File: config.mk
export PLATFORM = sky130hd
export DESIGN_NAME = seq_detect_prog
export DESIGN_NICKNAME = d
export VERILOG_FILES = /design/src/rtl/seq_detect_prog.sv
export SDC_FILE = /design/constraint.sdc
export NUM_CORES = 1
export LEC_CHECK = 0
export CORE_UTILIZATION = 45
export CTS_BUF_LIST = sky130_fd_sc_hd__clkbuf_4 sky130_fd_sc_hd__clkbuf_8 sky130_fd_sc_hd__clkbuf_16
export DETAILED_ROUTE_END_ITERATION = 16
export GPL_TIMING_DRIVEN = 0
export PLACE_DENSITY_LB_ADDON = 0.12
export SYNTH_ARGS = -nofsm -noshare
export SYNTH_HDL_FRONTEND = slang
export SYNTH_SLANG_ARGS = --single-unit
export TNS_END_PERCENT = 30
File: constraint.sdc
create_clock -name clk -period 1.9 [get_ports clk]
set_input_delay 0.38 -clock clk [delete_from_list [all_inputs] [get_ports clk]]
set_output_delay 0.38 -clock clk [all_outputs]
set_load 0.01 [all_outputs]
File: src/rtl/seq_detect_prog.sv
// -----------------------------------------------------------------------------
// seq_detect_prog
//   Programmable serial bit-pattern detector. The pattern (1..MAX_LEN bits),
//   its length and the overlap mode are loaded at run time. Input bits are
//   valid-qualified. A registered one-cycle match pulse is produced one clock
//   after the completing bit, and a saturating counter tallies match pulses.
//
// Ports
//   clk          rising-edge clock
//   reset        synchronous, active-high reset (config returns to DEF_*)
//   cfg_load     load cfg_pattern / cfg_len / cfg_overlap this cycle
//   cfg_pattern  new pattern, right-aligned; bit [len-1] is received first
//   cfg_len      new length, legal range 1..MAX_LEN
//   cfg_overlap  new mode: 1 = overlapping, 0 = non-overlapping
//   cfg_err      1-cycle pulse: a cfg_load was rejected (illegal cfg_len)
//   in_valid     in_bit is valid this cycle
//   in_bit       serial data bit
//   clr_count    clear match_count (wins over a simultaneous match pulse)
//   match        1-cycle pulse: pattern completed
//   match_count  saturating count of match pulses
// -----------------------------------------------------------------------------
module seq_detect_prog #(
  parameter int unsigned          MAX_LEN     = 8,
  parameter int unsigned          LEN_W       = 4,
  parameter int unsigned          CNT_W       = 8,
  parameter logic [MAX_LEN-1:0]   DEF_PATTERN = 8'h0A,
  parameter int unsigned          DEF_LEN     = 4,
  parameter logic                 DEF_OVERLAP = 1'b1
) (
  input  logic               clk,
  input  logic               reset,
  input  logic               cfg_load,
  input  logic [MAX_LEN-1:0] cfg_pattern,
  input  logic [LEN_W-1:0]   cfg_len,
  input  logic               cfg_overlap,
  output logic               cfg_err,
  input  logic               in_valid,
  input  logic               in_bit,
  input  logic               clr_count,
  output logic               match,
  output logic [CNT_W-1:0]   match_count
);

  typedef enum logic [0:0] {
    HUNT  = 1'b0,
    ARMED = 1'b1
  } state_e;

  // Configuration registers
  logic [MAX_LEN-1:0] pattern_q, pattern_d;
  logic [LEN_W-1:0]   len_q,     len_d;
  logic               overlap_q, overlap_d;

  // Datapath / FSM registers
  logic [MAX_LEN-1:0] hist_q,    hist_d;
  logic [LEN_W-1:0]   fill_q,    fill_d;
  state_e             state_q,   state_d;
  logic               match_q,   match_d;
  logic               cfg_err_q, cfg_err_d;
  logic [CNT_W-1:0]   count_q,   count_d;

  // Combinational helpers
  logic [MAX_LEN-1:0] len_mask;
  logic [MAX_LEN-1:0] hist_shift;
  logic [LEN_W-1:0]   fill_inc;
  logic               cfg_len_ok;
  logic               hit;

  // Mask selecting the low len_q bits of hist/pattern.
  always_comb begin
    len_mask = '0;
    for (int unsigned i = 0; i < MAX_LEN; i++) begin
      len_mask[i] = (LEN_W'(i) < len_q);
    end
  end

  always_comb begin
    cfg_len_ok = (cfg_len != '0) && (cfg_len <= LEN_W'(MAX_LEN));
    hist_shift = {hist_q[MAX_LEN-2:0], in_bit};
    // ARMED means fill already equals len, so it saturates there.
    fill_inc   = (state_q == ARMED) ? len_q : fill_q + LEN_W'(1);
    hit        = (fill_inc == len_q) &&
                 ((hist_shift & len_mask) == (pattern_q & len_mask));
  end

  // Next-state / output logic
  always_comb begin
    pattern_d = pattern_q;
    len_d     = len_q;
    overlap_d = overlap_q;
    hist_d    = hist_q;
    fill_d    = fill_q;
    state_d   = state_q;
    match_d   = 1'b0;
    cfg_err_d = 1'b0;

    if (cfg_load && cfg_len_ok) begin
      // Accepted load: restart detection; a same-cycle input bit is dropped.
      pattern_d = cfg_pattern;
      len_d     = cfg_len;
      overlap_d = cfg_overlap;
      fill_d    = '0;
      state_d   = HUNT;
    end else begin
      // A rejected load only flags the error; data processing continues.
      cfg_err_d = cfg_load;
      if (in_valid) begin
        hist_d  = hist_shift;
        match_d = hit;
        if (hit && !overlap_q) begin
          fill_d  = '0;
          state_d = HUNT;
        end else begin
          fill_d  = fill_inc;
          state_d = (fill_inc == len_q) ? ARMED : HUNT;
        end
      end
    end
  end

  // Saturating match counter; clear has priority.
  always_comb begin
    count_d = count_q;
    if (clr_count) begin
      count_d = '0;
    end else if (match_q && (count_q != '1)) begin
      count_d = count_q + CNT_W'(1);
    end
  end

  always_ff @(posedge clk) begin
    if (reset) begin
      pattern_q <= DEF_PATTERN;
      len_q     <= LEN_W'(DEF_LEN);
      overlap_q <= DEF_OVERLAP;
      hist_q    <= '0;
      fill_q    <= '0;
      state_q   <= HUNT;
      match_q   <= 1'b0;
      cfg_err_q <= 1'b0;
      count_q   <= '0;
    end else begin
      pattern_q <= pattern_d;
      len_q     <= len_d;
      overlap_q <= overlap_d;
      hist_q    <= hist_d;
      fill_q    <= fill_d;
      state_q   <= state_d;
      match_q   <= match_d;
      cfg_err_q <= cfg_err_d;
      count_q   <= count_d;
    end
  end

  assign match       = match_q;
  assign cfg_err     = cfg_err_q;
  assign match_count = count_q;

endmodule

==> impl_metrics.yaml, run 1 <==
status:
  outcome: "finished with violations"
  violations: "setup timing"
die:
  initial_core_util_pct: 49.1
  rows: 21
  chipHeight_um: 63.5
  fp.coreArea_um2: 3470
  die_width_um: 63.5
  dieArea_um2: 4030
  io-pin-count: 29
power_and_ir_drop:
  clockPowerShare_pct: 39.9
  peakVddDrop_mv: 0.622
  p_leak_nw: 0.916
  sequentialPowerShare_pct: 47.2
  power_switching_share_pct: 23.6
  power_density_nw_per_um2: 735
  p_sw_mw: 0.389
  p_int_mw: 1.26
  pwr-share-comb_pct: 12.9
synthesis:
  synth_ff_type: "dfxtp_1"
  synth_top_area_share_pct: 41.1
  synthCells: 180
  synthesis.area_um2: 1700
  synth.avg_cell_area_um2: 9.46
  synth-edff-count: 0
  ys_types: 41
  synth-warning-count: 0
  yosys.area.top_type: "dfxtp_1"
  synth_seq_area_share_pct: 41.1
  async_flop_share_pct: 0
  yosys-top-cells-area: "dfxtp_1 41%, mux2i_1 12%, nor2_1 6.2%"
  ys_seq_elements: 35
  synth_nets: 201
drt:
  drt_iter0_markers: 49
  wl_mm: 3.46
  post_drt_wl_per_cell_um: 13.0
  dr_total_vias: 1362
  via_per_inst: 5.12
  ant_nets: 0
  first_pass_iters: 4
  drc: 0
layout:
  antenna_cells: 0
  layout.cells.non_filler: 266
  nFillCells: 309
  ff_latch_area_um2: 714
  multi_input_area_um2: 966
  layout.nets: 240
  final_area_um2: 2240
  drive_gt1_share_pct: 14.5
  area_delta_synth_final_pct: 31.7
worst_hold_path:
  hp-start: "cfg_len[2]"
  hold_end: "len_q[2]$_SDFFE_PP1P_"
  holdPathStages: 3
  min_path_type: "input port to flop"
clock_tree:
  cts.path.max_buffers: 2
  clkSinkCount: 35
  cts.root.buffer_cell: "clkbuf_8"
  cts_tree: "yes"
  cts.clk_slew.worst_paths_ns: 0.07
  clkLatencyLatePin_ns: 0.28
  cts-htree-levels: 2
  cts_buffers: 5
job:
  max_cap_violations: 0
sta:
  period_share_pct: 104
  setup-violations-final: 4
  rsz0062_at_grt: "yes"
  worstMarginPinSlew_ns: 0.482
  fin_skew_ns: 0.00741
  finalHoldViolCount: 0
  timing.final.ws_setup_ns: -0.0723
  relSlewSlack_pct: 67.9
  fmax_mhz: 507
  drv_slew: 0
  period_needed_ns: 1.97
global_routing:
  grt_max_degree: 13
  grt.overflow.total: 0
  grt_pass1_wl_mm: 6.00
  grt.total_usage_pct: 19.0
  antenna_found_initial: 0
  grt_pass1_vias: 1386
worst_setup_path:
  crit_type: "flop to flop"
  critPathMaxFanout: 4
  cp_data_required_time_ns: 2.06
  crit_path_end_kind: "flop"
  startpoint_type: "flop"
  crit_arrival_ns: 2.13
  cp-startpoint: "len_q[0]$_SDFFE_PP0P_"
  r2r_start: "len_q[0]$_SDFFE_PP0P_"
  regToRegEndpoint: "fill_q[0]$_SDFFE_PP0P_"
  ff2ff_setup_slack_ns: -0.07
  r2r_cells: 5
placed_design:
  placed_area_um2: 2040
  gp_congestion: 0.735
  dp.cells: 254
  io_buffers: 28
  post-dp-hpwl_mm: 2.50
## cells by family (layout without fill, tap and decap cells)
group / Yosys count / in the layout / synth area share [%]
AO/OA/AOI/OAI: 26 / 26 / 13.1
XOR/XNOR: 20 / 20 / 10.3
adder cells (fa/ha/maj): 2 / 2 / 1.47
buffers and inverters: 14 / 54 / 3.75
flip-flops: 35 / 35 / 41.1
multiplexers: 21 / 21 / 12.4
AND/OR/NAND/NOR: 62 / 62 / 17.9
## power by group through the flow
stage               Clock, mW  Combinational [mW]  Sequential (mW)
floorplan                   0               0.128            0.790
global placement            0               0.189            0.794
detailed placement          0               0.195            0.796
CTS                     0.676               0.207            0.778
global route            0.709               0.232            0.782
finish                  0.657               0.213            0.779
## cells in the final DEF, fill, tap and decap left out, types with 3 or more instances in the layout
cell type,count
a211o_1,3
a21oi_1,4
buf_4,6
clkbuf_1,3
clkbuf_8,5
clkdlybuf4s50_1,25
dfxtp_1,30
dfxtp_4,3
dlymetal6s2s_1,3
inv_1,6
mux2i_1,20
nand2_1,6
nand2b_1,4
nand3_1,4
nor2_1,28
nor3_1,5
o21ai_0,5
xnor2_1,9
xor2_1,11
## how the worst max path moves through the flow
| stage | to |
|---|---|
| 2_1_floorplan | fill_q[0]$_SDFFE_PP0P_ |
| 3_3_place_gp | hist_q[5]$_SDFFE_PP0P_ |
| 3_5_place_dp | pattern_q[4]$_SDFFE_PP0P_ |
| 4_1_cts | fill_q[2]$_SDFFE_PP0P_ |
| 5_1_grt | fill_q[0]$_SDFFE_PP0P_ |
| 6_report | fill_q[0]$_SDFFE_PP0P_ |
## synth_stat cells (all sizes together), types with 2 or more instances
library cell	n
a2111oi	2
mux2i	20
ha	2
inv	6
nor3	5
nor2	28
xnor2	9
nand2b	4
xor2	11
o221ai	2
and3	2
nand3	5
dfxtp	35
o21ai	6
buf	5
or2	2
a21oi	4
nand4	2
or4	2
a211o	3
nand2	6
clkbuf	3
## metrics by stage
step	setup TNS (ns)	setup slack (ns)	hold slack [ns]	utilization, %	total power, mW
4_1_cts	-0.733	-0.191	0.504	64.0	1.66
5_1_grt	-0.498	-0.129	0.442	64.7	1.72
3_3_place_gp	-10.66	-0.548	0.485	58.8	0.983
3_5_place_dp	-11.57	-0.576	0.488	58.8	0.991
6_report	-0.251	-0.0723	0.430	64.7	1.65
2_1_floorplan	-0.0713	-0.0178	0.456	-	0.919
## state kept, by name, summed over array words and instances (netlist names)
| register | count |
|---|---|
| overlap_q | 1 |
| hist_q | 7 |
| len_q | 4 |
| fill_q | 4 |
| match_count | 8 |
| state_q | 1 |
| match | 1 |
| pattern_q | 8 |
| cfg_err | 1 |
## what timing repair did
action	in CTS	in global routing
pin swaps	8	3
buffers inserted	6	0
endpoints found under the setup margin	23	13
gates cloned	0	0
hold buffers	0	0
gates resized for setup	13	7
## per-layer routing
| layer | GRT usage [%] | up-vias | wire length, um |
|---|---|---|---|
| met1 | 22.1 | 631 | 1550 |
| li1 | - | 705 | - |
| met5 | 0 | - | 0 |
| met2 | 33.6 | 20 | 1760 |
| met4 | 6.82 | 0 | 40 |
| met3 | 4.35 | 6 | 104 |
## critical path, cell delays in order (launching register included)
cell	delay, ns
dfxtp_4	0.35
or4b_4	0.54
a2111oi_4	0.32
o21ai_2	0.13
a2111oi_4	0.42
nor3_1	0.09
## cell type report
class                      count  share of cell area (%)
timing repair buffer          34                    14.8
sequential                    35                    31.8
inverter                       6                    1.00
clock inverter                 3                    1.95
tap                           46                    2.57
buffer                         6                    1.67
clock buffer                   5                    3.07
multi-input combinational    131                    43.1
Power figures use the tool's default switching activity.
==> run 2, diff against run 1 <==
- DONT_BUFFER_PORTS: default -> 1
==> run 2 against run 1 <==
Effect of this change:
- clock-buffer cell count increased by 1
- core utilization fell by 9.7 points
- die area stayed put
- total power fell by 1.4%
- critical path type unchanged
- global-route usage down 0.97 points
- register-to-register slack lost 0.07 ns
- the flow still finishes with violations (setup timing)
- sequential power about the same
==> impl_metrics.yaml, run 2 (same netlist as run 1, synthesis figures left out) <==
drt:
  drt_iter0_markers: 11
  first_pass_iters: 4
  via_per_inst: 5.40
  wl_mm: 3.34
  dr_total_vias: 1268
  ant_nets: 0
  drc: 0
  post_drt_wl_per_cell_um: 14.2
placed_design:
  dp_slack_ns: -0.210
  post-dp-hpwl_mm: 2.44
  gp_congestion: 0.735
  io_buffers: 0
worst_setup_path:
  crit_type: "flop to flop"
  startpoint_type: "flop"
  r2r_start: "len_q[1]$_SDFFE_PP0P_"
  critPathMaxFanout: 4
  slowest_delay_ns: 0.54
  slowest_stage: "or4b_4"
  regToRegEndpoint: "fill_q[3]$_SDFFE_PP0P_"
  cp-startpoint: "len_q[1]$_SDFFE_PP0P_"
  crit_path_end_kind: "flop"
  cp_cell_sequence: "or4b_4, a2111oi_4, o21ai_2, a2111oi_4, nor3_1"
  cpMostUsedCell: "a2111oi_4"
  r2r_cells: 5
  crit_arrival_ns: 2.21
  cp_data_required_time_ns: 2.06
  ff2ff_setup_slack_ns: -0.15
power_and_ir_drop:
  sequentialPowerShare_pct: 47.9
  total_power_mw: 1.63
  power_switching_share_pct: 23.1
  p_sw_mw: 0.375
  p_int_mw: 1.25
  p_leak_nw: 0.763
  pwr-share-comb_pct: 9.5
  power_density_nw_per_um2: 853
  clockPowerShare_pct: 42.7
  peakVddDrop_mv: 0.415
layout:
  final_cell_mix: "31 x dfxtp_1, 28 x nor2_1, 20 x mux2i_1"
  final_common_cell: "dfxtp_1"
  area_delta_synth_final_pct: 11.9
  ff_latch_area_um2: 716
  fin_util_pct: 54.9
  layout.nets: 209
  antenna_cells: 0
  multi_input_area_um2: 945
  drive_gt1_share_pct: 13.2
  nFillCells: 354
job:
  max_cap_violations: 0
status:
  violations: "setup timing"
  outcome: "finished with violations"
global_routing:
  antenna_found_initial: 0
  grt.overflow.total: 0
  grt_pass1_wl_mm: 5.60
  grt.total_usage_pct: 18.1
  grt_max_degree: 12
  grt_pass1_vias: 1274
clock_tree:
  cts.path.max_buffers: 2
  cts_tree: "yes"
  cts.root.buffer_cell: "clkbuf_8"
  clkSinkCount: 35
  cts_hold_buf: 0
  clkLatencyLatePin_ns: 0.29
  cts.clk_slew.worst_paths_ns: 0.07
  cts_buffers: 5
  cts-htree-levels: 2
die:
  rows: 21
  chipHeight_um: 63.5
  io-pin-count: 29
  initial_core_util_pct: 49.1
  dieArea_um2: 4030
  fp.coreArea_um2: 3470
  die_width_um: 63.5
sta:
  relSlewSlack_pct: 68.9
  period_share_pct: 108
  timing.final.ws_setup_ns: -0.147
  drv_slew: 0
  finalHoldViolCount: 0
  fmax_mhz: 488
  fin_skew_ns: 0.00455
  period_needed_ns: 2.05
  setup-violations-final: 4
  worstMarginPinSlew_ns: 0.466
  rsz0062_at_grt: "yes"
worst_hold_path:
  holdPathStages: 2
  hp-start: "cfg_len[3]"
  min_path_type: "input port to flop"
  hold_end: "len_q[3]$_SDFFE_PP0P_"
-- run 2: cell types whose count changed in the layout (fill, tap and decap cells not counted), moves of 2 or more --
cell,before,now
clkdlybuf4s50_1,25,0
buf_4,6,3
buf_6,2,0
dlymetal6s2s_1,3,0
dfxtp_2,2,0
buf_2,0,2
-- run 2: cell type report --
type | count | share of cell area (%)
Timing Repair Buffer | 3 | 1.18
Inverter | 6 | 1.18
Clock inverter | 2 | 1.84
Clock buffer | 6 | 4.33
Tap cell | 46 | 3.02
Multi-Input combinational cell | 131 | 49.6
Sequential cell | 35 | 37.6
Buffer | 6 | 1.31
-- run 2: critical path, delay by kind of cell (launching register included) --
family | cells | cell delay [ns]
and+or+nand+nor | 2 | 0.62
DFF | 1 | 0.35
AOI/OAI and AO/OA | 3 | 0.95
-- run 2: worst max path at each step --
stage / end / slack, ns
floorplan: fill_q[0]$_SDFFE_PP0P_ / -0.02
global placement: fill_q[0]$_SDFFE_PP0P_ / -0.17
detailed placement: fill_q[3]$_SDFFE_PP0P_ / -0.21
CTS: fill_q[2]$_SDFFE_PP0P_ / -0.22
global route: fill_q[3]$_SDFFE_PP0P_ / -0.21
finish: fill_q[3]$_SDFFE_PP0P_ / -0.15
-- run 2: per-layer routing --
metal  GRT usage, %  up-vias  part of all wire [%]
li1               -      642                     -
met4           7.39        0                   1.6
met1           19.5      599                    45
met3           6.70        6                   4.0
met2           31.4       21                    50
met5              0        -                     0
-- run 2: timing repair --
action / CTS / global route
buffers inserted: 3 / 0
setup endpoints to repair: 5 / 6
pin swaps: 7 / 3
resized for setup: 7 / 2
-- run 2: power groups by stage --
stage                     Sequential (mW)  Combinational (mW)  Clock (mW)
after global routing                0.781               0.169       0.745
after floorplan                     0.790               0.128           0
final                               0.778               0.154       0.694
after CTS                           0.779               0.152       0.705
after detailed placement            0.797               0.149           0
after global placement              0.795               0.146           0
-- run 2: stage by stage --
stage          cells  hold slack (ns)  instance area (um2)  TNS (ns)
2_1_floorplan    180            0.456                 1700   -0.0713
3_3_place_gp     226            0.483                 1760     -1.48
3_5_place_dp     226            0.490                 1760     -1.91
4_1_cts          235            0.211                 1900    -0.842
5_1_grt          235            0.214                 1910    -0.826
6_report         235            0.215                 1910    -0.563
